<file path="config.mk">
export PLATFORM = sky130hd
export DESIGN_NAME = input_conditioner
export DESIGN_NICKNAME = d
export VERILOG_FILES = /design/src/rtl/input_conditioner.sv
export SDC_FILE = /design/constraint.sdc
export NUM_CORES = 1
export LEC_CHECK = 0
export CORE_ASPECT_RATIO = 2
export CORE_MARGIN = 2
export CORE_UTILIZATION = 35
export CTS_CLUSTER_DIAMETER = 40
export CTS_CLUSTER_SIZE = 8
export DETAILED_ROUTE_END_ITERATION = 10
export PLACE_DENSITY = 0.47
export SYNTH_ARGS = -nofsm -noshare
export SYNTH_HDL_FRONTEND = slang
export SYNTH_SLANG_ARGS = --single-unit
export TNS_END_PERCENT = 10
</file>
<file path="constraint.sdc">
create_clock -name max10_clk1_50 -period 6 [get_ports max10_clk1_50]
set_input_delay 0.9 -clock max10_clk1_50 [delete_from_list [all_inputs] [get_ports max10_clk1_50]]
set_output_delay 0.9 -clock max10_clk1_50 [all_outputs]
set_load 0.02 [all_outputs]
</file>
<file path="src/rtl/input_conditioner.sv">
// Synchronizes, debounces and edge-detects ten slide switches and two active-low keys,
// and adds a per-key press/hold state machine with single-cycle event pulses.
module input_conditioner #(
  parameter int DEBOUNCE_CYCLES = 500000,
  parameter int HOLD_CYCLES     = 50000000
) (
  input  logic       max10_clk1_50,
  input  logic       reset,
  input  logic [9:0] sw,
  input  logic [1:0] key,
  output logic [9:0] sw_db,
  output logic [1:0] key_down,
  output logic [1:0] key_press,
  output logic [1:0] key_release,
  output logic [1:0] key_hold,
  output logic [9:0] sw_change
);

  localparam int N_IN   = 12;
  localparam int DB_W   = $clog2(DEBOUNCE_CYCLES);
  localparam int HOLD_W = $clog2(HOLD_CYCLES);
  localparam logic [DB_W-1:0]   DB_MAX   = DB_W'(DEBOUNCE_CYCLES - 1);
  localparam logic [HOLD_W-1:0] HOLD_MAX = HOLD_W'(HOLD_CYCLES - 1);
  // Bits [11:10] are the keys, whose released level is 1.
  localparam logic [N_IN-1:0] IDLE_LEVEL = {2'b11, 10'b00_0000_0000};

  typedef enum logic [1:0] {
    IDLE    = 2'd0,
    PRESSED = 2'd1,
    HELD    = 2'd2
  } key_state_t;

  logic [N_IN-1:0]   raw_s;
  logic [N_IN-1:0]   sync1_r;
  logic [N_IN-1:0]   sync2_r;
  logic [N_IN-1:0]   stable_r;
  logic [N_IN-1:0]   accept_s;
  logic [DB_W-1:0]   db_cnt_r     [N_IN];
  logic [DB_W-1:0]   db_cnt_nxt_s [N_IN];
  logic [9:0]        sw_change_r;

  key_state_t        state_r      [2];
  key_state_t        state_nxt_s  [2];
  logic [HOLD_W-1:0] hold_cnt_r   [2];
  logic [HOLD_W-1:0] hold_nxt_s   [2];
  logic [1:0]        press_evt_s;
  logic [1:0]        release_evt_s;
  logic [1:0]        hold_evt_s;
  logic [1:0]        key_down_r;
  logic [1:0]        key_press_r;
  logic [1:0]        key_release_r;
  logic [1:0]        key_hold_r;

  assign raw_s = {key, sw};

  // Two-flop synchronizer for all raw inputs
  always_ff @(posedge max10_clk1_50) begin
    if (reset) begin
      sync1_r <= IDLE_LEVEL;
      sync2_r <= IDLE_LEVEL;
    end else begin
      sync1_r <= raw_s;
      sync2_r <= sync1_r;
    end
  end

  // Per-input debounce counter next state and level acceptance
  always_comb begin
    accept_s = {N_IN{1'b0}};
    for (int i = 0; i < N_IN; i++) begin
      db_cnt_nxt_s[i] = {DB_W{1'b0}};
      if (sync2_r[i] == stable_r[i]) begin
        db_cnt_nxt_s[i] = {DB_W{1'b0}};
      end else if (db_cnt_r[i] == DB_MAX) begin
        accept_s[i]     = 1'b1;
        db_cnt_nxt_s[i] = {DB_W{1'b0}};
      end else begin
        db_cnt_nxt_s[i] = db_cnt_r[i] + DB_W'(1);
      end
    end
  end

  // Debounce counters, stable levels and switch change pulses
  always_ff @(posedge max10_clk1_50) begin
    if (reset) begin
      for (int i = 0; i < N_IN; i++) begin
        db_cnt_r[i] <= {DB_W{1'b0}};
      end
      stable_r    <= IDLE_LEVEL;
      sw_change_r <= 10'b00_0000_0000;
    end else begin
      for (int i = 0; i < N_IN; i++) begin
        db_cnt_r[i] <= db_cnt_nxt_s[i];
      end
      stable_r    <= stable_r ^ accept_s;
      sw_change_r <= accept_s[9:0];
    end
  end

  // An accepted key edge is a press when the key was released (stable 1) beforehand.
  assign press_evt_s   = accept_s[11:10] & stable_r[11:10];
  assign release_evt_s = accept_s[11:10] & ~stable_r[11:10];

  // Key FSM next state; release wins over the hold transition
  always_comb begin
    hold_evt_s = 2'b00;
    for (int k = 0; k < 2; k++) begin
      state_nxt_s[k] = state_r[k];
      hold_nxt_s[k]  = hold_cnt_r[k];
      case (state_r[k])
        IDLE: begin
          if (press_evt_s[k]) begin
            state_nxt_s[k] = PRESSED;
            hold_nxt_s[k]  = {HOLD_W{1'b0}};
          end else begin
            state_nxt_s[k] = IDLE;
          end
        end
        PRESSED: begin
          if (release_evt_s[k]) begin
            state_nxt_s[k] = IDLE;
            hold_nxt_s[k]  = {HOLD_W{1'b0}};
          end else if (hold_cnt_r[k] == HOLD_MAX) begin
            state_nxt_s[k] = HELD;
            hold_evt_s[k]  = 1'b1;
          end else begin
            hold_nxt_s[k] = hold_cnt_r[k] + HOLD_W'(1);
          end
        end
        HELD: begin
          if (release_evt_s[k]) begin
            state_nxt_s[k] = IDLE;
            hold_nxt_s[k]  = {HOLD_W{1'b0}};
          end else begin
            state_nxt_s[k] = HELD;
          end
        end
        default: begin
          state_nxt_s[k] = IDLE;
          hold_nxt_s[k]  = {HOLD_W{1'b0}};
        end
      endcase
    end
  end

  // Key FSM state, hold counters and registered key outputs
  always_ff @(posedge max10_clk1_50) begin
    if (reset) begin
      for (int k = 0; k < 2; k++) begin
        state_r[k]    <= IDLE;
        hold_cnt_r[k] <= {HOLD_W{1'b0}};
        key_down_r[k] <= 1'b0;
      end
      key_press_r   <= 2'b00;
      key_release_r <= 2'b00;
      key_hold_r    <= 2'b00;
    end else begin
      for (int k = 0; k < 2; k++) begin
        state_r[k]    <= state_nxt_s[k];
        hold_cnt_r[k] <= hold_nxt_s[k];
        key_down_r[k] <= (state_nxt_s[k] != IDLE);
      end
      key_press_r   <= press_evt_s;
      key_release_r <= release_evt_s;
      key_hold_r    <= hold_evt_s;
    end
  end

  assign sw_db       = stable_r[9:0];
  assign sw_change   = sw_change_r;
  assign key_down    = key_down_r;
  assign key_press   = key_press_r;
  assign key_release = key_release_r;
  assign key_hold    = key_hold_r;

endmodule

</file>
# After elaboration in Yosys (flattened, before gate mapping)
# Memories as Yosys holds them, arrays and structs flattened.
# Index checks and enable logic that the tools add are counted.
# Widths: inputs -> output; s select.
totals:
  reg_bits: 54
  mem_bits_rw: 284
  inputBits: 14
  output_inout_bits: 28
  wordCells: 173
  memories: 3
mem_list:
  columns: ["name", "words", "width", "rd", "rd_ports_with_merged_regs", "wr", "line_no", "text"]
  rows:
  - ["db_cnt_r", 12, 19, 12, 0, 12, "38", "logic [DB_W-1:0] db_cnt_r [N_IN];"]
  - ["hold_cnt_r", 2, 26, 2, 0, 2, "44", "logic [HOLD_W-1:0] hold_cnt_r [2];"]
  - ["state_r", 2, 2, 2, 0, 2, "42", "key_state_t state_r [2];"]
classes:
  n_addsub: 14
  eq_ne: 30
  muxes: 89
  bitwise_logic: 22
  reduce_logical: 6
ops:
  columns: ["operator", "n"]
  rows:
  - ["$mux 19", 36]
  - ["$mux 26", 10]
  - ["$add 19x1->19 const B", 12]
  - ["$eq 19x19->1 const B", 12]
  - ["$pmux 26 s3", 2]
  - ["$add 26x1->26 const B", 2]
  - ["$eq 26x26->1 const B", 2]
  - ["$mux 1", 31]
  - ["$mux 2", 8]
  - ["$or 1x1->1", 16]
  - ["$eq 1x1->1", 12]
  - ["$pmux 2 s3", 2]
  - ["$xor 12x12->12", 1]
  - ["$reduce_or 3->1", 2]
  - ["$and 2x2->2", 2]
  - ["$eq 2x1->1 const B", 2]
  - ["$eq 2x2->1 const B", 2]
  - ["$logic_not 2->1", 2]
  - ["$reduce_bool 2->1", 2]
  - ["$not 1->1", 2]
  - ["$not 2->2", 1]

# Longest topological paths before layout
# Gate-level depths: netlist of the first run.
# An unclocked memory read counts as a cell.
depth:
  word_depth: 8
  mapped_depth: 9
  ltp_nobuf: 7

# Worst setup path before layout of the first run
# OpenSTA, ideal clock, no wires.
synth_timing:
  path_type: "register to register"
  start: "memory hold_cnt_r[0][33] in the netlist's numbering"
  end: "memory hold_cnt_r[0][39] in the netlist's numbering"
  setup_time_ps: 101
  arrival_ps: 2420
  required_ps: 5899
  slack_ps: 3479
  stages_incl_launch_ff: 9
  n_path_buf: 2
  synth_period_minus_slack_ps: 2521
  cell_sequence: "dfxtp_1 > or4_1 > or4_1 > or3_1 > buf_6 > a22oi_4 > buf_6 > o211ai_1 > o41ai_1"
synth_lines:
  columns: ["item", "line_no"]
  rows:
  - ["from (decl)", "44"]

==> results of run 1 <==
## routing by layer
| metal | wire length (um) | vias up |
|---|---|---|
| met1 | 14510 | 5371 |
| li1 | - | 5841 |
| met2 | 14070 | 158 |
| met5 | 0 | - |
| met3 | 1077 | 49 |
| met4 | 751 | 0 |
## how the worst max path moves through the flow
stage                            from           endpoint  slack (ps)  cells past startpoint
floorplan           hold_cnt_r[0][33]  hold_cnt_r[0][39]        3480                      8
global placement    hold_cnt_r[0][33]  hold_cnt_r[0][41]        2880                      6
detailed placement  hold_cnt_r[0][33]  hold_cnt_r[0][41]        2870                      6
CTS                 hold_cnt_r[0][33]  hold_cnt_r[0][41]        2860                      6
global route        hold_cnt_r[0][33]  hold_cnt_r[0][29]        2630                      6
finish              hold_cnt_r[0][33]  hold_cnt_r[0][41]        2840                      6
## cell usage in the layout (no fill, tap or decap), types with 18 or more instances in the layout
master,netlist,layout
o21ai_0,20,20
nor2_1,347,347
clkbuf_16,0,53
nand4_1,49,49
nor4_1,18,18
or3_1,20,20
dfxtp_1,338,338
nand2_1,133,133
and3_1,34,34
xor2_1,116,116
nor2b_1,30,30
a21oi_1,25,25
inv_1,38,38
clkdlybuf4s50_1,0,40
nand3_1,113,113
nor3_1,41,41
xnor2_1,98,98
and4_1,18,18
## worst reg2reg max path: stages (launching register included)
cell     delay (ps)
dfxtp_1         360
or4_1           540
or4_1           550
or3_1           520
a22oi_4         690
nor2_1          120
o221a_1         270
## area by class of cell
class	count	area share
clock buffer	58	0.08089
tap	540	0.04004
multi-input combinational	1256	0.4405
clock inverter	5	0.003485
sequential	338	0.4009
inverter	39	0.008674
timing repair buffer	44	0.02550
## flip-flops by register name, indices dropped and copies added, names as in the netlist, named ones only
register,cells
state_r,4
db_cnt_r,228
key_press,2
key_down,2
key_hold,2
sync2_r,12
sw_change,10
key_release,2
sync1_r,12
hold_cnt_r,52
## power by group through the flow
stage | clock [mW] | sequential, mW | combinational [mW]
floorplan | 0 | 2.31 | 0.0355
global placement | 0 | 2.31 | 0.0551
CTS | 2.67 | 2.26 | 0.0564
finish | 2.57 | 2.27 | 0.0543
global route | 2.76 | 2.26 | 0.0617
detailed placement | 0 | 2.31 | 0.0563
## metrics by stage
| step | std cells | hold slack [ps] |
|---|---|---|
| 3_3_place_gp | 2217 | 393.9 |
| 5_1_grt | 2280 | 412.2 |
| 3_5_place_dp | 2217 | 394.0 |
| 4_1_cts | 2280 | 403.2 |
| 6_report | 2280 | 403.2 |
| 2_1_floorplan | 1693 | 389.5 |
## cell families (layout without fill, tap and decap cells)
logic type	Yosys count	count (layout)	share of synthesized area
multiplexers	15	15	0.01067
flip-flops	338	338	0.4617
AO/OA/AOI/OAI	137	137	0.06599
AND/OR/NAND/NOR	876	876	0.2895
adder cells (fa/ha/maj)	14	14	0.01195
buffers and inverters	99	146	0.03235
XOR/XNOR	214	214	0.1279
==> impl_metrics.csv, run 1 <==
group,metric,value,unit
status,status,"finished, final reports clean",
setup_path,critPathTopFamily,"simple AND/OR/NAND/NOR gates",
min_path,hold_class,"flip-flop to flip-flop",
sta,rsz0062_at_grt,"false",
global_route,grt_max_degree,71,
power_and_ir_drop,sw_frac_of_total,0.2035,
global_route,grt_util_met3,0.02314,
cells_and_area,fill_cells,4111,
routing,wl_per_cell,13.34,um
min_path,hp-start,"sync1_r[11]",
clocking,clk_pin_slew,50,ps
setup_path,reg2reg_from,"hold_cnt_r[0][33]",
sta,slew_viol_final,0,
cells_and_area,multi_input_area,7433,um2
routing,vias,11419,
power_and_ir_drop,p_int,3.892,mW
global_route,grt_pass1_wl,51.64,mm
setup_path,cp_max_fo,27,
run,cap_violations,0,
yosys,async_flop_share,0,
clocking,clk_latency,550,ps
yosys,synthCells,1693,
power_and_ir_drop,irDropWorstVdd,0.0001996,V
sta,setup_tns,0,ps
setup_path,rrSetupSlack,2840,ps
placed_design,place.gp.congestion,0.7590,
yosys,synth_ff_type,"dfxtp_1",
placed_design,dp_hpwl,20.34,mm
clocking,cts_tree,"yes",
yosys,synth_seq_cells,338,
setup_path,worst-path-buf-inv,0,
cells_and_area,nets,1758,
global_route,met1_usage,0.1851,
power_and_ir_drop,p_clk_frac,0.525,
routing,wirelength,30.41,mm
yosys,yosysTopAreaCellShare,0.4617,
routing,drt_iter0_markers,512,
yosys,synth_edf_count,0,
clocking,numCtsBuffers,51,
sta,fin_ws,2839,ps
cells_and_area,antennaDiodeCount,0,
floorplanning,die_x,148.7,um
power_and_ir_drop,combPwrFrac,0.011,
floorplanning,die_h,293.4,um
placed_design,io_buffer_count,41,
global_route,first_global_vias,10869,
yosys,yosys.area.top_type,"dfxtp_1",
sta,fmaxAchievable,316.4,MHz
yosys,synth_cell_type_count,75,
setup_path,critical_path_class,"flip-flop to flip-flop",
clocking,cts-root-buf,"clkbuf_16",
min_path,min_to,"sync2_r[11]",
yosys,synth_most_common_cell,"nor2_1",
setup_path,endpoint_kind,"flip-flop",
sta,hold_violations,0,
yosys,synth_area_leaders,"dfxtp_1 (46%), nor2_1 (8.9%), xor2_1 (6.9%), xnor2_1 (5.9%), nand3_1 (3.9%)",
setup_path,arrival,3590,ps
power_and_ir_drop,p_seq_frac,0.464,
yosys,synth_common_cells,"nor2_1 (347), dfxtp_1 (338), nand2_1 (133)",
floorplanning,io_pins,42,
cells_and_area,finalInstanceArea,16880,um2
clocking,cts_setup_buffers,0,
cells_and_area,drive_gt1_frac,0.05805,
placed_design,postPlaceCellArea,15450,um2
global_route,antenna_found_initial,0,
floorplanning,row_count,106,
global_route,gr-total-overflow,0,
sta,setup_viol,0,
sta,max_slew_margin,0.3294,
routing,ant_nets,0,
yosys,syn-num-nets,1721,
clocking,clockBufferDepth,3,
sta,skew,18.38,ps
routing,drc,0,
yosys,synth_warnings,0,
yosys,yosysSeqAreaShare,0.4617,
min_path,holdPathStages,1,
setup_path,crit_chain,"or4_1, or4_1, or3_1, a22oi_4, nor2_1, o221a_1",
clocking,cts_sinks,338,
power_and_ir_drop,leakage,5.339,nW
sta,tightestPinTransition,1003,ps
setup_path,rr_endpoint,"hold_cnt_r[0][41]",
floorplanning,dieArea,43630,um2
setup_path,slowest_delay,680,ps
clocking,ctsHoldBuffers,0,
setup_path,path_common_cell,"or4_1",
setup_path,r2r_cells,6,
yosys,syn_area,14660,um2
sta,min_period,3161,ps
sta,fin_crit_sh,0.5268,
floorplanning,start_util,0.3531,
power_and_ir_drop,total_power,4.887,mW
clocking,postCtsResizedCells,0,
power_and_ir_drop,p_switching,994.5,uW
routing,dr.pass1.iters,5,
clocking,htree_levels,2,
routing,vias_per_cell,5.008,
setup_path,critPathSlowestCell,"a22oi_4",
power_and_ir_drop,p_per_area,289.6,nW/um2
floorplanning,core_area,41510,um2
global_route,grtUsageMet2,0.2279,
cells_and_area,final_util,0.4065,
cells_and_area,area_growth,15.14,%
yosys,synth.avg_cell_area,8.657,um2
global_route,gr-max-usage-layer,"met2",
placed_design,dp_slack,2869,ps
setup_path,startpoint_type,"flip-flop",
cells_and_area,area.sequential,6766,um2
setup_path,required,6430,ps
global_route,grt_usage,0.1396,
(Power assumes the default switching activity.)
==> run 2, diff against run 1 <==
--- a/config.mk
+++ b/config.mk
@@ -11,7 +11,7 @@
 export CTS_CLUSTER_DIAMETER = 40
 export CTS_CLUSTER_SIZE = 8
 export DETAILED_ROUTE_END_ITERATION = 10
-export PLACE_DENSITY = 0.47
+export PLACE_DENSITY = 0.49
 export SYNTH_ARGS = -nofsm -noshare
 export SYNTH_HDL_FRONTEND = slang
 export SYNTH_SLANG_ARGS = --single-unit
==> constraint.sdc (replaced) <==
create_clock -name max10_clk1_50 -period 2.6 [get_ports max10_clk1_50]
set_input_delay 0.39 -clock max10_clk1_50 [delete_from_list [all_inputs] [get_ports max10_clk1_50]]
set_output_delay 0.39 -clock max10_clk1_50 [all_outputs]
set_load 0.02 [all_outputs]
==> run 2 against run 1 <==
Effect of this change: die area unchanged; first-iteration DRC count down 28%; routed wire length down 1.1%; clock power up 110%; critical endpoint is now hold_cnt_r[0][39]; worst setup slack worse by 2800 ps; power up 120%; utilization up 0.47 points; cell area up 1.2%; via count down 1.6%; worst hold slack worse by 210 ps; final cell count up 1.5%.
==> impl_metrics.csv, run 2 (same netlist as run 1, synthesis figures left out) <==
group,metric,value,unit
routing,wl_per_cell,12.99,um
sta,max_slew_margin,0.4727,
setup_path,slowest_delay,540,ps
cells_and_area,area_growth,16.48,%
placed_design,dp_hpwl,19.75,mm
setup_path,cp_max_fo,12,
power_and_ir_drop,p_clk_frac,0.506,
setup_path,required,3030,ps
routing,ant_nets,0,
cells_and_area,antennaDiodeCount,0,
sta,rsz0062_at_grt,"false",
power_and_ir_drop,p_int,8.631,mW
clocking,htree_levels,2,
cells_and_area,layout_common_cells,"nor2_1 (347), dfxtp_1 (338), nand2_1 (133), xor2_1 (116), nand3_1 (113)",
clocking,clk_pin_slew,50,ps
global_route,grt_pass1_wl,51.71,mm
sta,slew_viol_final,0,
placed_design,place.gp.congestion,0.7897,
setup_path,reg2reg_from,"hold_cnt_r[0][33]",
min_path,hp-start,"reset",
sta,setup_tns,0,ps
power_and_ir_drop,combPwrFrac,0.013,
min_path,min_to,"hold_cnt_r[0][3]",
setup_path,critPathSlowestCell,"or4_4",
floorplanning,die_x,148.7,um
power_and_ir_drop,sw_frac_of_total,0.2063,
placed_design,dp_cells,2256,
power_and_ir_drop,p_seq_frac,0.481,
sta,hold_violations,0,
sta,skew,9.952,ps
global_route,grt_max_degree,38,
floorplanning,io_pins,42,
clocking,cts_sinks,338,
sta,tightestPinTransition,784.9,ps
floorplanning,die_h,293.4,um
global_route,gr-total-overflow,0,
clocking,numCtsBuffers,49,
placed_design,io_buffer_count,41,
clocking,clk_latency,540,ps
clocking,ctsHoldBuffers,0,
floorplanning,core_area,41510,um2
power_and_ir_drop,leakage,5.485,nW
cells_and_area,reg_top3,"db_cnt_r: 228 flops, hold_cnt_r: 52 flops",
min_path,holdPathStages,2,
power_and_ir_drop,p_per_area,637.0,nW/um2
floorplanning,start_util,0.3531,
floorplanning,row_count,106,
sta,min_period,2534,ps
clocking,clockBufferDepth,3,
setup_path,crit_chain,"or4_1, or4_4, or3_4, a22oi_4, buf_12, buf_4, o211ai_1, o41ai_1",
routing,wirelength,30.06,mm
floorplanning,dieArea,43630,um2
min_path,hold_class,"primary input to flip-flop",
global_route,antenna_found_initial,0,
clocking,cts-root-buf,"clkbuf_16",
setup_path,endpoint_kind,"flip-flop",
cells_and_area,largest_register_ffs,228,
sta,setup_viol,0,
routing,dr.pass1.iters,4,
power_and_ir_drop,p_switching,2.243,mW
cells_and_area,fin_cells,2314,
status,status,"finished, final reports clean",
routing,vias_per_cell,4.857,
cells_and_area,layout_commonest_cell,"nor2_1",
setup_path,critical_path_class,"flip-flop to flip-flop",
clocking,cts_tree,"yes",
cells_and_area,top_register,"db_cnt_r",
routing,drc,0,
setup_path,rrSetupSlack,70,ps
sta,fin_crit_sh,0.9745,
global_route,first_global_vias,10727,
setup_path,startpoint_type,"flip-flop",
global_route,grt_usage,0.1398,
routing,vias,11240,
cells_and_area,nets,1796,
cells_and_area,drive_gt1_frac,0.07610,
routing,drt_iter0_markers,368,
power_and_ir_drop,irDropWorstVdd,0.0004143,V
setup_path,r2r_cells,8,
run,cap_violations,0,
setup_path,arrival,2970,ps
sta,fmaxAchievable,394.7,MHz
setup_path,rr_endpoint,"hold_cnt_r[0][39]",
## run 2: worst max-delay path by stage
stage | start | end | cells past startpoint
finish | hold_cnt_r[0][33] | hold_cnt_r[0][39] | 8
global route | hold_cnt_r[0][33] | hold_cnt_r[0][29] | 7
CTS | hold_cnt_r[0][33] | hold_cnt_r[0][39] | 8
detailed placement | hold_cnt_r[0][33] | hold_cnt_r[0][45] | 8
global placement | hold_cnt_r[0][33] | hold_cnt_r[0][30] | 7
floorplan | hold_cnt_r[0][33] | hold_cnt_r[0][39] | 8
## run 2: cell type report
class                      instances  area, um2
tap                              540      675.6
multi-input combinational       1256       7436
clock buffer                      56       1272
inverter                          39      146.4
timing repair buffer              84      768.2
sequential                       338       6766
fill                            4188      24440
clock inverter                     1      7.507
## run 2: repair_timing
action | 4_1_cts | 5_1_grt
setup buffers | 0 | 2
pin swaps | 0 | 2
endpoints found under the setup margin | 11 | 13
gates resized for setup | 1 | 2
## run 2: power groups by stage
stage	Sequential (mW)	Combinational [mW]	Clock [mW]
floorplan	5.33	0.0820	0
global placement	5.33	0.144	0
detailed placement	5.33	0.143	0
CTS	5.22	0.143	5.74
global route	5.22	0.155	5.92
finish	5.23	0.138	5.51
## run 2: per-stage QoR
step           total power, mW  instance area (um2)    util  setup WS (ps)  hold slack [ps]
2_1_floorplan            5.408                14660       -          78.80            389.5
3_3_place_gp             5.474                15770  0.3800          3.243            400.0
3_5_place_dp             5.473                15770  0.3800         -8.515            396.2
4_1_cts                  11.11                17060  0.4109          38.14            166.9
5_1_grt                  11.30                17070  0.4113         0.7487            191.8
6_report                 10.87                17070  0.4113          66.40            190.0
## run 2: per-layer routing
layer / wire length, um / vias to the layer above / GRT usage
li1: - / 5916 / -
met1: 15070 / 5142 / 0.1911
met2: 13260 / 130 / 0.2222
met3: 900 / 52 / 0.02220
met4: 830 / 0 / 0.05110
met5: 0 / - / 0
## run 2: worst max-delay path: cells and delay by family (launching register included)
family / cells / cell delay (ps)
buffers and inverters: 2 / 300
AOI/OAI and AO/OA: 3 / 390
DFF: 1 / 300
and+or+nand+nor: 3 / 1430
